## src/rtl/apr_err_intr_ctl_pkg.sv

```systemverilog
// -----------------------------------------------------------------------------
// apr_pkg
//   Shared types for the APR error-flag / interrupt controller.
//   cono_op_e  : CONO operation applied to the mask bits.
//   pi_state_e : states of the priority-interrupt request FSM.
// -----------------------------------------------------------------------------
package apr_pkg;

  typedef enum logic [1:0] {
    SET_FLG = 2'b00,
    CLR_FLG = 2'b01,
    SET_EN  = 2'b10,
    CLR_EN  = 2'b11
  } cono_op_e;

  typedef enum logic [1:0] {
    IDLE     = 2'b00,
    REQ      = 2'b01,
    WAIT_CLR = 2'b10
  } pi_state_e;

endpackage

```

## src/rtl/apr_err_intr_ctl_if.sv

```systemverilog
// -----------------------------------------------------------------------------
// apr_err_intr_ctl_if
//   EBOX-side bus of the APR error controller: CONO commands, PIA load,
//   PI request/grant handshake and CONI read handshake.
//   master : the EBOX / PI system side (drives commands, grant, CONI request)
//   slave  : the controller (drives CONI data/ack, PI request and level)
// -----------------------------------------------------------------------------
import apr_pkg::*;

interface apr_err_intr_ctl_if #(
  parameter int NFLAGS = 8,
  parameter int PIA_W  = 3
);
  logic                      cono_valid_h;
  cono_op_e                  cono_op_h;
  logic [NFLAGS-1:0]         cono_mask_h;
  logic                      pia_load_h;
  logic [PIA_W-1:0]          pia_h;
  logic                      pi_grant_h;
  logic                      coni_req_h;
  logic                      coni_ack_h;
  logic [2*NFLAGS+PIA_W-1:0] coni_data_h;
  logic                      pi_req_h;
  logic [PIA_W-1:0]          pi_level_h;

  modport master (
    output cono_valid_h, cono_op_h, cono_mask_h, pia_load_h, pia_h,
           pi_grant_h, coni_req_h,
    input  coni_ack_h, coni_data_h, pi_req_h, pi_level_h
  );

  modport slave (
    input  cono_valid_h, cono_op_h, cono_mask_h, pia_load_h, pia_h,
           pi_grant_h, coni_req_h,
    output coni_ack_h, coni_data_h, pi_req_h, pi_level_h
  );
endinterface

```

## src/rtl/apr_err_intr_ctl_pi_req_fsm.sv

```systemverilog
// -----------------------------------------------------------------------------
// apr_pi_req_fsm
//   PI request sequencer. Requests while an enabled flag is pending, drops the
//   request after a grant and re-requests when a new enabled flag sets.
//   clk, rst_n : clock, asynchronous active-low reset
//   pend       : enabled flag pending and PIA non-zero
//   new_flg    : a newly set enabled flag this cycle
//   grant      : PI system accepted the request (ignored outside REQ)
//   pi_req     : request output, high only in REQ
// -----------------------------------------------------------------------------
import apr_pkg::*;

module apr_pi_req_fsm (
  input  logic clk,
  input  logic rst_n,
  input  logic pend,
  input  logic new_flg,
  input  logic grant,
  output logic pi_req
);

  pi_state_e state, state_n;

  always_ff @(posedge clk or negedge rst_n) begin
    if (!rst_n) state <= IDLE;
    else        state <= state_n;
  end

  always_comb begin
    state_n = state;
    pi_req  = 1'b0;
    case (state)
      IDLE: begin
        if (pend) state_n = REQ;
      end
      REQ: begin
        pi_req = 1'b1;
        // Losing the pending condition outranks a coincident grant.
        if (!pend)      state_n = IDLE;
        else if (grant) state_n = WAIT_CLR;
      end
      WAIT_CLR: begin
        if (!pend)        state_n = IDLE;
        else if (new_flg) state_n = REQ;
      end
      default: state_n = IDLE;
    endcase
  end

endmodule

```

## src/rtl/apr_err_intr_ctl.sv

```systemverilog
// -----------------------------------------------------------------------------
// apr_err_intr_ctl
//   APR error-flag and interrupt controller. Latches active-low error sources
//   into sticky flags, masks them with enables, raises a PI request at the
//   programmed PIA level and serves CONI snapshots with a one-cycle ack.
//   clk3_apr_h      : APR clock
//   mr_reset_l      : asynchronous active-low master reset
//   err_in_l        : active-low error sources, sampled every clock
//   bus             : CONO / PIA / PI / CONI bus (slave side)
//   apr_interrupt_l : low while an enabled flag is pending and PIA != 0
//   any_err_flg_h   : OR of all flags
//   first_err_h     : one-hot first flag set since flags were last all-zero
// -----------------------------------------------------------------------------
import apr_pkg::*;

module apr_err_intr_ctl #(
  parameter int NFLAGS = 8,
  parameter int PIA_W  = 3
) (
  input  logic                    clk3_apr_h,
  input  logic                    mr_reset_l,
  input  logic [NFLAGS-1:0]       err_in_l,
  apr_err_intr_ctl_if.slave       bus,
  output logic                    apr_interrupt_l,
  output logic                    any_err_flg_h,
  output logic [NFLAGS-1:0]       first_err_h
);

  // Isolates the lowest set bit (two's-complement trick).
  function automatic logic [NFLAGS-1:0] lowest_bit(input logic [NFLAGS-1:0] v);
    return v & (~v + 1'b1);
  endfunction

  logic [NFLAGS-1:0] flags, enables, set, clr, flags_n;
  logic [PIA_W-1:0]  pia;
  logic              pend, new_flg, pi_req;

  always_comb begin
    set = ~err_in_l;
    clr = '0;
    if (bus.cono_valid_h) begin
      case (bus.cono_op_h)
        SET_FLG: set = set | bus.cono_mask_h;
        CLR_FLG: clr = bus.cono_mask_h;
        default: ;
      endcase
    end
    // Set is applied after clear so a coincident error is never lost.
    flags_n = (flags & ~clr) | set;
  end

  assign pend    = (|(flags & enables)) && (pia != '0);
  assign new_flg = |(set & ~flags & enables);

  always_ff @(posedge clk3_apr_h or negedge mr_reset_l) begin
    if (!mr_reset_l) begin
      flags           <= '0;
      enables         <= '0;
      pia             <= '0;
      first_err_h     <= '0;
      apr_interrupt_l <= 1'b1;
      bus.coni_ack_h  <= 1'b0;
      bus.coni_data_h <= '0;
    end else begin
      flags <= flags_n;

      if (bus.cono_valid_h && bus.cono_op_h == SET_EN)
        enables <= enables | bus.cono_mask_h;
      else if (bus.cono_valid_h && bus.cono_op_h == CLR_EN)
        enables <= enables & ~bus.cono_mask_h;

      if (bus.pia_load_h) pia <= bus.pia_h;

      if (flags == '0 && set != '0) first_err_h <= lowest_bit(set);
      else if (flags_n == '0)       first_err_h <= '0;

      apr_interrupt_l <= ~pend;

      // Snapshot uses the register values before this cycle's update.
      bus.coni_ack_h <= bus.coni_req_h;
      if (bus.coni_req_h) bus.coni_data_h <= {enables, flags, pia};
    end
  end

  assign any_err_flg_h  = |flags;
  assign bus.pi_level_h = pia;
  assign bus.pi_req_h   = pi_req;

  apr_pi_req_fsm u_pi_req_fsm (
    .clk     (clk3_apr_h),
    .rst_n   (mr_reset_l),
    .pend    (pend),
    .new_flg (new_flg),
    .grant   (bus.pi_grant_h),
    .pi_req  (pi_req)
  );

endmodule
```

## src/flat_wrapper.sv

```systemverilog
// flat-port wrapper written by rule: the top's interface ports become plain ports
module apr_err_intr_ctl_flat 
#(
  parameter int NFLAGS = 8,
  parameter int PIA_W  = 3
)
  (clk3_apr_h, mr_reset_l, err_in_l, apr_interrupt_l, any_err_flg_h, first_err_h, bus_cono_valid_h, bus_cono_op_h, bus_cono_mask_h, bus_pia_load_h, bus_pia_h, bus_pi_grant_h, bus_coni_req_h, bus_coni_ack_h, bus_coni_data_h, bus_pi_req_h, bus_pi_level_h);
  apr_err_intr_ctl_if #(.NFLAGS(NFLAGS), .PIA_W(PIA_W)) bus_i ();
  input  logic clk3_apr_h;
  input  logic mr_reset_l;
  input  logic [NFLAGS-1:0] err_in_l;
  output logic apr_interrupt_l;
  output logic any_err_flg_h;
  output logic [NFLAGS-1:0] first_err_h;
  input wire logic [$bits(bus_i.cono_valid_h)-1:0] bus_cono_valid_h;
  input wire logic [$bits(bus_i.cono_op_h)-1:0] bus_cono_op_h;
  input wire logic [$bits(bus_i.cono_mask_h)-1:0] bus_cono_mask_h;
  input wire logic [$bits(bus_i.pia_load_h)-1:0] bus_pia_load_h;
  input wire logic [$bits(bus_i.pia_h)-1:0] bus_pia_h;
  input wire logic [$bits(bus_i.pi_grant_h)-1:0] bus_pi_grant_h;
  input wire logic [$bits(bus_i.coni_req_h)-1:0] bus_coni_req_h;
  output wire logic [$bits(bus_i.coni_ack_h)-1:0] bus_coni_ack_h;
  output wire logic [$bits(bus_i.coni_data_h)-1:0] bus_coni_data_h;
  output wire logic [$bits(bus_i.pi_req_h)-1:0] bus_pi_req_h;
  output wire logic [$bits(bus_i.pi_level_h)-1:0] bus_pi_level_h;
  assign bus_i.cono_valid_h = bus_cono_valid_h;
  assign bus_i.cono_op_h = bus_cono_op_h;
  assign bus_i.cono_mask_h = bus_cono_mask_h;
  assign bus_i.pia_load_h = bus_pia_load_h;
  assign bus_i.pia_h = bus_pia_h;
  assign bus_i.pi_grant_h = bus_pi_grant_h;
  assign bus_i.coni_req_h = bus_coni_req_h;
  assign bus_coni_ack_h = bus_i.coni_ack_h;
  assign bus_coni_data_h = bus_i.coni_data_h;
  assign bus_pi_req_h = bus_i.pi_req_h;
  assign bus_pi_level_h = bus_i.pi_level_h;
  apr_err_intr_ctl #(.NFLAGS(NFLAGS), .PIA_W(PIA_W)) u_core (.clk3_apr_h(clk3_apr_h), .mr_reset_l(mr_reset_l), .err_in_l(err_in_l), .bus(bus_i), .apr_interrupt_l(apr_interrupt_l), .any_err_flg_h(any_err_flg_h), .first_err_h(first_err_h));
endmodule
```

## config.mk

```make
export PLATFORM = sky130hd
export DESIGN_NAME = apr_err_intr_ctl_flat
export DESIGN_NICKNAME = d
export VERILOG_FILES = /design/src/rtl/apr_err_intr_ctl_pkg.sv /design/src/rtl/apr_err_intr_ctl_if.sv /design/src/rtl/apr_err_intr_ctl_pi_req_fsm.sv /design/src/rtl/apr_err_intr_ctl.sv /design/src/flat_wrapper.sv
export SDC_FILE = /design/constraint.sdc
export NUM_CORES = 1
export LEC_CHECK = 0
export ABC_AREA = 1
export BUFFER_PORTS_ARGS = -buffer_cell sky130_fd_sc_hd__buf_2
export CORE_ASPECT_RATIO = 1.5
export CORE_MARGIN = 5
export CORE_UTILIZATION = 55
export CTS_BUF_LIST = sky130_fd_sc_hd__clkbuf_2
export DETAILED_ROUTE_END_ITERATION = 8
export PLACE_DENSITY = 0.82
export SYNTH_ARGS = -nofsm -noshare
export SYNTH_HDL_FRONTEND = slang
export SYNTH_SLANG_ARGS = --single-unit
export TNS_END_PERCENT = 100
```

## constraint.sdc

```tcl
create_clock -name clk3_apr_h -period 1.6 [get_ports clk3_apr_h]
set_clock_uncertainty 0.1 [all_clocks]
set_input_delay 0.32 -clock clk3_apr_h [delete_from_list [all_inputs] [get_ports clk3_apr_h]]
set_output_delay 0.32 -clock clk3_apr_h [all_outputs]
set_load 0.02 [all_outputs]
```

==> results.sh, run 1 <==
export IMPL_postLayoutCoreUtil_pct=78.2
export IMPL_die_h_um=91.3
export IMPL_grt_pass1_wl_um=11400
export IMPL_crit_path_start="u_core.flags[2]"
export IMPL_dp_cells=452
export IMPL_rsz0062_at_grt="true"
export IMPL_period_needed_ns=1.87
export IMPL_cpMaxStageDelayCell="dfrtp_1"
export IMPL_instances_no_fill=487
export IMPL_antennaDiodeCount=0
export IMPL_power_leakage_nw=1.79
export IMPL_fin_crit_sh_pct=117
export IMPL_syn_area_um2=2420
export IMPL_die_area_um2=5860
export IMPL_finalWirelength_um=6910
export IMPL_drc=0
export IMPL_power_frac_comb_pct=29.2
export IMPL_antenna_found_initial=0
export IMPL_worstPathArrival_ns=1.45
export IMPL_setup_viol=2
export IMPL_hp_class="in -> reg"
export IMPL_synth_distinct_cells=23
export IMPL_regToRegSetupSlack_ns=0.05
export IMPL_ys_ff_latch=50
export IMPL_timing_rr_start="u_core.flags[1]"
export IMPL_worst_path_largest_cell_delay_ns=0.45
export IMPL_ys_seq_area_share_pct=51.7
export IMPL_worstHoldStart="bus_pi_grant_h"
export IMPL_portBuffers=60
export IMPL_clk_latency_ns=0.45
export IMPL_drtIter0Drc=129
export IMPL_cts_tree="done"
export IMPL_hold_viol_final=0
export IMPL_ff_latch_area_um2=1250
export IMPL_start_kind="register"
export IMPL_layout_setup_ws_ns=-0.274
export IMPL_grtUsageTotal_pct=24.5
export IMPL_fillers=299
export IMPL_ios=61
export IMPL_overflow=0
export IMPL_cts_sinks=50
export IMPL_worst_slew_pin_slew_ns=0.401
export IMPL_worstPathRequired_ns=1.18
export IMPL_drive_gt1_share_pct=34.0
export IMPL_synth_top_area_cell="dfrtp_1"
export IMPL_drv_cap=0
export IMPL_place_hpwl_um=4830
export IMPL_relSlewSlack_pct=73.1
export IMPL_seq_power_share_pct=51.9
export IMPL_grt_max_degree=51
export IMPL_end_kind="output pin"
export IMPL_syn_nets=348
export IMPL_setup_tns_ns=-0.302
export IMPL_violations="setup timing"
export IMPL_row_count=29
export IMPL_cell_internal_pwr_w=0.00185
export IMPL_vias_per_cell=5.11
export IMPL_grt_pass1_vias=2536
export IMPL_synthTopCellsByArea="dfrtp_1 51%, nand2_1 12%, nor2_1 11%"
export IMPL_initial_core_util_pct=57.1
export IMPL_max_vdd_ir_drop_v=0.000969
export IMPL_syn_avg_cell_area_um2=7.55
export IMPL_vias=2487
export IMPL_numCtsBuffers=5
export IMPL_swShare_pct=34.5
export IMPL_wire_per_inst_um=14.2
export IMPL_nets=467
export IMPL_fin_area_um2=3320
export IMPL_yosysWarnings=0
export IMPL_dr_pass1_iters=4
export IMPL_root_buffer="clkbuf_2"
export IMPL_power_density_nw_per_um2=850
export IMPL_netlist_instances=321
export IMPL_cts_max_level=2
export IMPL_clock_fmax_mhz=534
export IMPL_p_clk_share_pct=18.9
export IMPL_ant_nets=0
export IMPL_crit_chain="inv_2, nand4_1, nor2_2, inv_1, buf_6"
export IMPL_routabilityCongestion=0.944
export IMPL_fin_hold_ws_ns=0.0507
export IMPL_slew_violations=0
export IMPL_die_width_um=64.2
export IMPL_p_sw_w=0.000973
export IMPL_synth_top_cell_area_share_pct=50.6
export IMPL_final_cell_mix="75 x nand2_1, 63 x nor2_1, 57 x buf_2, 49 x dfrtp_1, 49 x buf_4"
export IMPL_final_common_cell="nand2_1"
export IMPL_path_class="reg -> out"
export IMPL_coreArea_um2=4250
export IMPL_syn2layout_area_growth_pct=37.1
export IMPL_clk_path_buf_depth=2
export IMPL_clkTransAtPathRegs_ns=0.25
export IMPL_path_max_fanout=4
export IMPL_dpl_instance_area_um2=2990
export IMPL_status="finished with violations"
export IMPL_multiInputGateArea_um2=991
[worst max-delay path, delay by kind of cell (launching register included)]
family                 cells  cell delay, ns
buffers and inverters      3            0.29
DFF                        1            0.45
and+or+nand+nor            2            0.26
[cell families (layout without fill, tap and decap cells)]
kind of cell | count (synthesis) | count (layout) | synth area share [%]
buf+inv | 54 | 174 | 8.99
mux | 1 | 1 | 0.465
compound gates | 41 | 41 | 9.30
simple gates | 175 | 175 | 29.5
flops | 50 | 50 | 51.7
[layout make-up]
cell class | count | share of cell area (%)
clock buffer | 5 | 0.753
clock inverter | 3 | 0.640
multi-input combinational | 217 | 29.8
inverter | 47 | 5.31
timing repair buffer | 119 | 24.0
tap | 46 | 1.73
sequential | 50 | 37.7
[final timing paths]
check | to | depth (start not counted)
min | u_core.u_pi_req_fsm.state[0] | 4
max in group asynchronous | u_core.apr_interrupt_l | 3
max reg2reg | u_core.u_pi_req_fsm.state[0] | 12
min in group asynchronous | u_core.bus.coni_data_h[1] | 3
min reg2reg | u_core.first_err_h[0] | 2
max | any_err_flg_h | 5
[synthesized netlist by cell type]
library cell / number
nand2_1: 78
nor2_1: 68
dfrtp_1: 49
inv_1: 45
a21oi_1: 30
nand3_1: 15
nand4_1: 8
o21ai_0: 5
clkbuf_1: 3
nand2_2: 3
a21boi_2: 2
buf_4: 2
inv_2: 2
nor2_2: 2
a21boi_0: 1
a21boi_1: 1
buf_1: 1
buf_6: 1
dfstp_2: 1
mux2_2: 1
nand2_4: 1
o21ai_1: 1
o31ai_1: 1
[power groups by stage]
stage               Combinational, W  Sequential [W]  Clock (W)
floorplan                   0.000323         0.00156          0
global placement            0.000655         0.00149          0
detailed placement          0.000671         0.00149          0
CTS                         0.000759         0.00145   0.000524
global route                0.000910         0.00148   0.000594
finish                      0.000825         0.00146   0.000533
[metrics by stage]
stage          setup WS, ns  total power (W)
3_5_place_dp         -0.145          0.00216
2_1_floorplan         0.127          0.00188
3_3_place_gp         -0.114          0.00214
5_1_grt              -0.349          0.00298
6_report             -0.274          0.00282
4_1_cts              -0.233          0.00274
[repair_timing]
item,4_1_cts,5_1_grt
resized for setup,11,15
buffers inserted,13,6
setup endpoints to repair,2,12
endpoints found under the hold margin,53,1
hold buffers,7,1
pin swaps,2,12
cloned,0,0
[routing by layer]
layer  up-vias  global-route usage, %  wire (um)
li1       1235                      -          -
met1      1146                   28.6       2600
met2        88                   43.0       3710
met3        18                   4.44        399
met4         0                   10.5        195
met5         -                      0          0
No activity file was read; power rests on OpenSTA's default activity.
==> inputs of run 2 (changes only) <==
CORE_UTILIZATION = 45   (was 55)
PLACE_DENSITY = 0.69   (was 0.82)
==> results.sh, run 2 (synthesis gave the netlist of run 1 again) <==
export IMPL_status="finished with violations"
export IMPL_violations="setup timing"
export IMPL_antenna_found_initial=0
export IMPL_grt_pass1_vias=2428
export IMPL_drv_cap=0
export IMPL_final_common_cell="nand2_1"
export IMPL_portBuffers=60
export IMPL_hold_viol_final=0
export IMPL_numCtsBuffers=5
export IMPL_grt_max_degree=24
export IMPL_end_kind="output pin"
export IMPL_nets=462
export IMPL_clkTransAtPathRegs_ns=0.24
export IMPL_post_place_ws_ns=-0.143
export IMPL_worstPathRequired_ns=1.18
export IMPL_coreArea_um2=5200
export IMPL_vias_per_cell=4.82
export IMPL_clk_latency_ns=0.43
export IMPL_setup_tns_ns=-0.377
export IMPL_relSlewSlack_pct=80.4
export IMPL_drtIter0Drc=139
export IMPL_path_max_fanout=4
export IMPL_worstPathArrival_ns=1.44
export IMPL_power_density_nw_per_um2=880
export IMPL_final_cell_mix="73 x nand2_1, 66 x nor2_1, 58 x buf_2, 51 x buf_4, 49 x dfrtp_1"
export IMPL_cts_tree="done"
export IMPL_path_class="reg -> out"
export IMPL_clock_fmax_mhz=539
export IMPL_rsz0062_at_grt="true"
export IMPL_cts_max_level=2
export IMPL_syn2layout_area_growth_pct=36.8
export IMPL_root_buffer="clkbuf_2"
export IMPL_overflow=0
export IMPL_die_width_um=69.9
export IMPL_clk_path_buf_depth=2
export IMPL_cts_sinks=50
export IMPL_place_hpwl_um=4980
export IMPL_dr_pass1_iters=4
export IMPL_wire_per_inst_um=13.2
export IMPL_worst_slew_pin_slew_ns=0.290
export IMPL_grt_pass1_wl_um=10800
export IMPL_slew_violations=0
export IMPL_period_needed_ns=1.86
export IMPL_drive_gt1_share_pct=35.1
export IMPL_hp_class="in -> reg"
export IMPL_die_area_um2=6980
export IMPL_die_h_um=99.9
export IMPL_finalWirelength_um=6660
export IMPL_fin_crit_sh_pct=116
export IMPL_initial_core_util_pct=46.5
export IMPL_setup_viol=9
export IMPL_ant_nets=0
export IMPL_ios=61
export IMPL_routabilityCongestion=0.885
export IMPL_power_leakage_nw=1.76
export IMPL_start_kind="register"
export IMPL_max_vdd_ir_drop_v=0.000426
export IMPL_drc=0
export IMPL_fin_hold_ws_ns=0.00695
export IMPL_antennaDiodeCount=0
export IMPL_vias=2431
export IMPL_grtUsageTotal_pct=19.4
export IMPL_layout_setup_ws_ns=-0.257
export IMPL_row_count=32
## run 2: cell count changes in the layout (fill, tap and decap cells not counted), moves of 2 or more
cell           before  now
dlygate4sd3_1       8    3
buf_4              49   51
nor2_1             63   66
nand3_2             2    8
nand2_2             5    8
buf_6               4    2
nor2_2              7    4
nand2_1            75   73
nand3_1            13    7
## run 2: critical path, cell delays in order (launching register included)
cell and delay [ns]:
dfrtp_1 0.45, inv_2 0.10, nand4_1 0.10, nor2_2 0.15, inv_1 0.08, buf_6 0.13
## run 2: final timing paths
path                                            start                   endpoint  slack [ns]  depth (start not counted)
worst max-delay path                  u_core.flags[2]              any_err_flg_h       -0.26                          5
worst min-delay path                     bus_pia_h[0]   u_core.bus.pi_level_h[0]       0.007                          3
worst max register to register        u_core.flags[6]      u_core.first_err_h[0]       -0.04                          9
worst min register to register  u_core.first_err_h[1]      u_core.first_err_h[1]        0.45                          2
max in group asynchronous                  mr_reset_l            u_core.flags[5]        0.75                          3
min in group asynchronous                  mr_reset_l  u_core.bus.coni_data_h[3]        0.12                          2
## run 2: layout make-up
type | instances | area, um2
timing repair buffer | 114 | 726
inverter | 47 | 176
fill | 483 | 1890
multi-input combinational | 217 | 1010
clock inverter | 2 | 33.8
sequential | 50 | 1250
tap | 68 | 85.1
clock buffer | 6 | 30.0
## run 2: layer usage
metal / global-route usage (%) / wire length, um
met5: 0 / 0
met4: 8.11 / 208
met3: 4.11 / 374
met2: 35.3 / 3460
met1: 21.8 / 2620
## run 2: timing repair
action                                 in CTS  in global routing
endpoints found under the hold margin      51                  0
buffers inserted                           15                  2
setup endpoints to repair                   2                 11
hold buffers                                3                  0
pin swaps                                   1                  8
gates resized for setup                    11                 15
## run 2: power by group
group	internal [W]	switching (W)
Sequential	0.00139	0.0000696
Combinational	0.000335	0.000462
Clock	0.000266	0.000394
Total	0.00199	0.000925
## run 2: stage by stage
step | instances | total power [W] | util (%) | cell area, um2
after floorplan | 321 | 0.00188 | - | 2420
after global placement | 476 | 0.00215 | 58.1 | 3020
after detailed placement | 476 | 0.00216 | 58.1 | 3020
after CTS | 502 | 0.00288 | 62.2 | 3240
after global routing | 504 | 0.00307 | 63.7 | 3310
final | 504 | 0.00292 | 63.7 | 3310
==> inputs of run 3 (changes only) <==
==> constraint.sdc (replaced) <==
create_clock -name clk3_apr_h -period 1.6 [get_ports clk3_apr_h]
set_clock_uncertainty 0.1 [all_clocks]
set_input_delay 0.16 -clock clk3_apr_h [delete_from_list [all_inputs] [get_ports clk3_apr_h]]
set_output_delay 0.16 -clock clk3_apr_h [all_outputs]
set_load 0.02 [all_outputs]
==> results.sh, run 3 (synthesis gave the netlist of run 1 again) <==
export IMPL_vias=2500
export IMPL_fin_hold_ws_ns=0.00877
export IMPL_vias_per_cell=4.95
export IMPL_cts_tree="done"
export IMPL_die_area_um2=6980
export IMPL_clk_path_buf_depth=2
export IMPL_fillers=478
export IMPL_grtUsageTotal_pct=19.7
export IMPL_worst_slew_pin_slew_ns=0.523
export IMPL_clk_latency_ns=0.42
export IMPL_finalWirelength_um=6700
export IMPL_coreArea_um2=5200
export IMPL_overflow=0
export IMPL_path_class="reg -> out"
export IMPL_nets=463
export IMPL_relSlewSlack_pct=65.1
export IMPL_die_h_um=99.9
export IMPL_numCtsBuffers=5
export IMPL_fin_crit_sh_pct=105
export IMPL_slew_violations=0
export IMPL_die_width_um=69.9
export IMPL_clock_fmax_mhz=596
export IMPL_fin_area_um2=3400
export IMPL_crit_path_start="u_core.flags[7]"
export IMPL_timing_rr_end="u_core.first_err_h[4]"
export IMPL_final_cell_mix="69 x nand2_1, 61 x nor2_1, 59 x buf_2, 49 x dfrtp_1, 35 x inv_1"
export IMPL_start_kind="register"
export IMPL_hold_viol_final=0
export IMPL_rsz0062_at_grt="true"
export IMPL_root_buffer="clkbuf_2"
export IMPL_grt_pass1_wl_um=11200
export IMPL_ios=61
export IMPL_final_common_cell="nand2_1"
export IMPL_worstPathRequired_ns=1.34
export IMPL_cpMaxStageDelayCell="dfrtp_1"
export IMPL_wire_per_inst_um=13.3
export IMPL_post_place_ws_ns=-0.0906
export IMPL_grt_max_degree=24
export IMPL_period_needed_ns=1.68
export IMPL_antenna_found_initial=0
export IMPL_violations="setup timing"
export IMPL_postLayoutCoreUtil_pct=65.3
export IMPL_drv_cap=0
export IMPL_drtIter0Drc=141
export IMPL_setup_tns_ns=-0.0781
export IMPL_status="finished with violations"
export IMPL_routabilityCongestion=0.922
export IMPL_antennaDiodeCount=0
export IMPL_end_kind="output pin"
export IMPL_setup_viol=1
export IMPL_crit_chain="inv_2, nand4_1, nor2_1, buf_4, inv_2, buf_6"
export IMPL_grt_pass1_vias=2446
export IMPL_syn2layout_area_growth_pct=40.3
export IMPL_max_vdd_ir_drop_v=0.000333
export IMPL_worstSetupEndpoint="any_err_flg_h"
export IMPL_cts_max_level=2
export IMPL_cts_sinks=50
export IMPL_ff_latch_area_um2=1250
export IMPL_portBuffers=60
export IMPL_initial_core_util_pct=46.5
export IMPL_regToRegSetupSlack_ns=0.10
export IMPL_place_hpwl_um=4870
export IMPL_drive_gt1_share_pct=33.6
export IMPL_dpl_instance_area_um2=2880
export IMPL_layout_setup_ws_ns=-0.0781
export IMPL_multiInputGateArea_um2=1040
export IMPL_hp_class="in -> reg"
export IMPL_worstPathArrival_ns=1.42
export IMPL_r2r_cells=9
export IMPL_drc=0
export IMPL_power_density_nw_per_um2=848
export IMPL_timing_rr_start="u_core.flags[1]"
export IMPL_path_max_fanout=2
export IMPL_row_count=32
export IMPL_worst_path_largest_cell_delay_ns=0.45
export IMPL_dr_pass1_iters=4
export IMPL_ant_nets=0
export IMPL_power_leakage_nw=1.77
export IMPL_critical_path_most_common_cell="inv_2"
export IMPL_clkTransAtPathRegs_ns=0.26
run 3: cell count changes in the layout (fill, tap and decap cells not counted), sizes merged:
| cell | previous run | this run |
|---|---|---|
| clkbuf | 6 | 5 |
| dlygate4sd3 | 3 | 21 |
| clkinv | 1 | 2 |
| buf | 111 | 94 |
run 3: area by class of cell:
type	count	share of cell area [%]
timing repair buffer	115	22.9
clock buffer	5	0.736
sequential	50	36.8
multi-input combinational	217	30.6
inverter	47	5.19
clock inverter	3	1.18
tap	68	2.50
run 3: worst max-delay path: cells and delay by family (launching register included):
kind	cells	cell delay, ns
buffers and inverters	4	0.36
DFF	1	0.45
and+or+nand+nor	2	0.19
run 3: layer usage:
metal	GRT usage, %	routed length [um]
met5	0	0
met4	6.05	139
met3	3.61	368
met2	36.5	3550
met1	22.9	2640
run 3: report_power, final:
| part | switching, W | total [W] | internal, W |
|---|---|---|---|
| logic | 0.000457 | 0.000754 | 0.000297 |
| clock network | 0.000402 | 0.000661 | 0.000259 |
| registers | 0.0000785 | 0.00147 | 0.00139 |
| total | 0.000938 | 0.00288 | 0.00195 |
run 3: metrics by stage:
step / total power (W) / std cells
finish: 0.00288 / 505
global route: 0.00305 / 505
CTS: 0.00282 / 504
detailed placement: 0.00212 / 457
global placement: 0.00210 / 457
floorplan: 0.00188 / 321
run 3: how the worst min path moves through the flow:
stage	slack, ns	endpoint	depth (start not counted)	start
after floorplan	-0.24	async pin	0	mr_reset_l
after global placement	0.06	u_core.bus.coni_data_h[12]	1	mr_reset_l
after detailed placement	0.06	u_core.bus.coni_data_h[7]	1	mr_reset_l
after CTS	0.003	u_core.first_err_h[1]	4	err_in_l[1]
after global routing	0.0007	register	5	bus_cono_mask_h[1]
final	0.009	register	5	bus_cono_mask_h[1]
run 3: timing repair:
item                                   CTS  global route
buffers inserted                        18             6
gates cloned                             0             0
hold buffers                            21             0
setup endpoints to repair                1            11
pin swaps                                3            19
gates resized for setup                 11            30
endpoints found under the hold margin   80             0
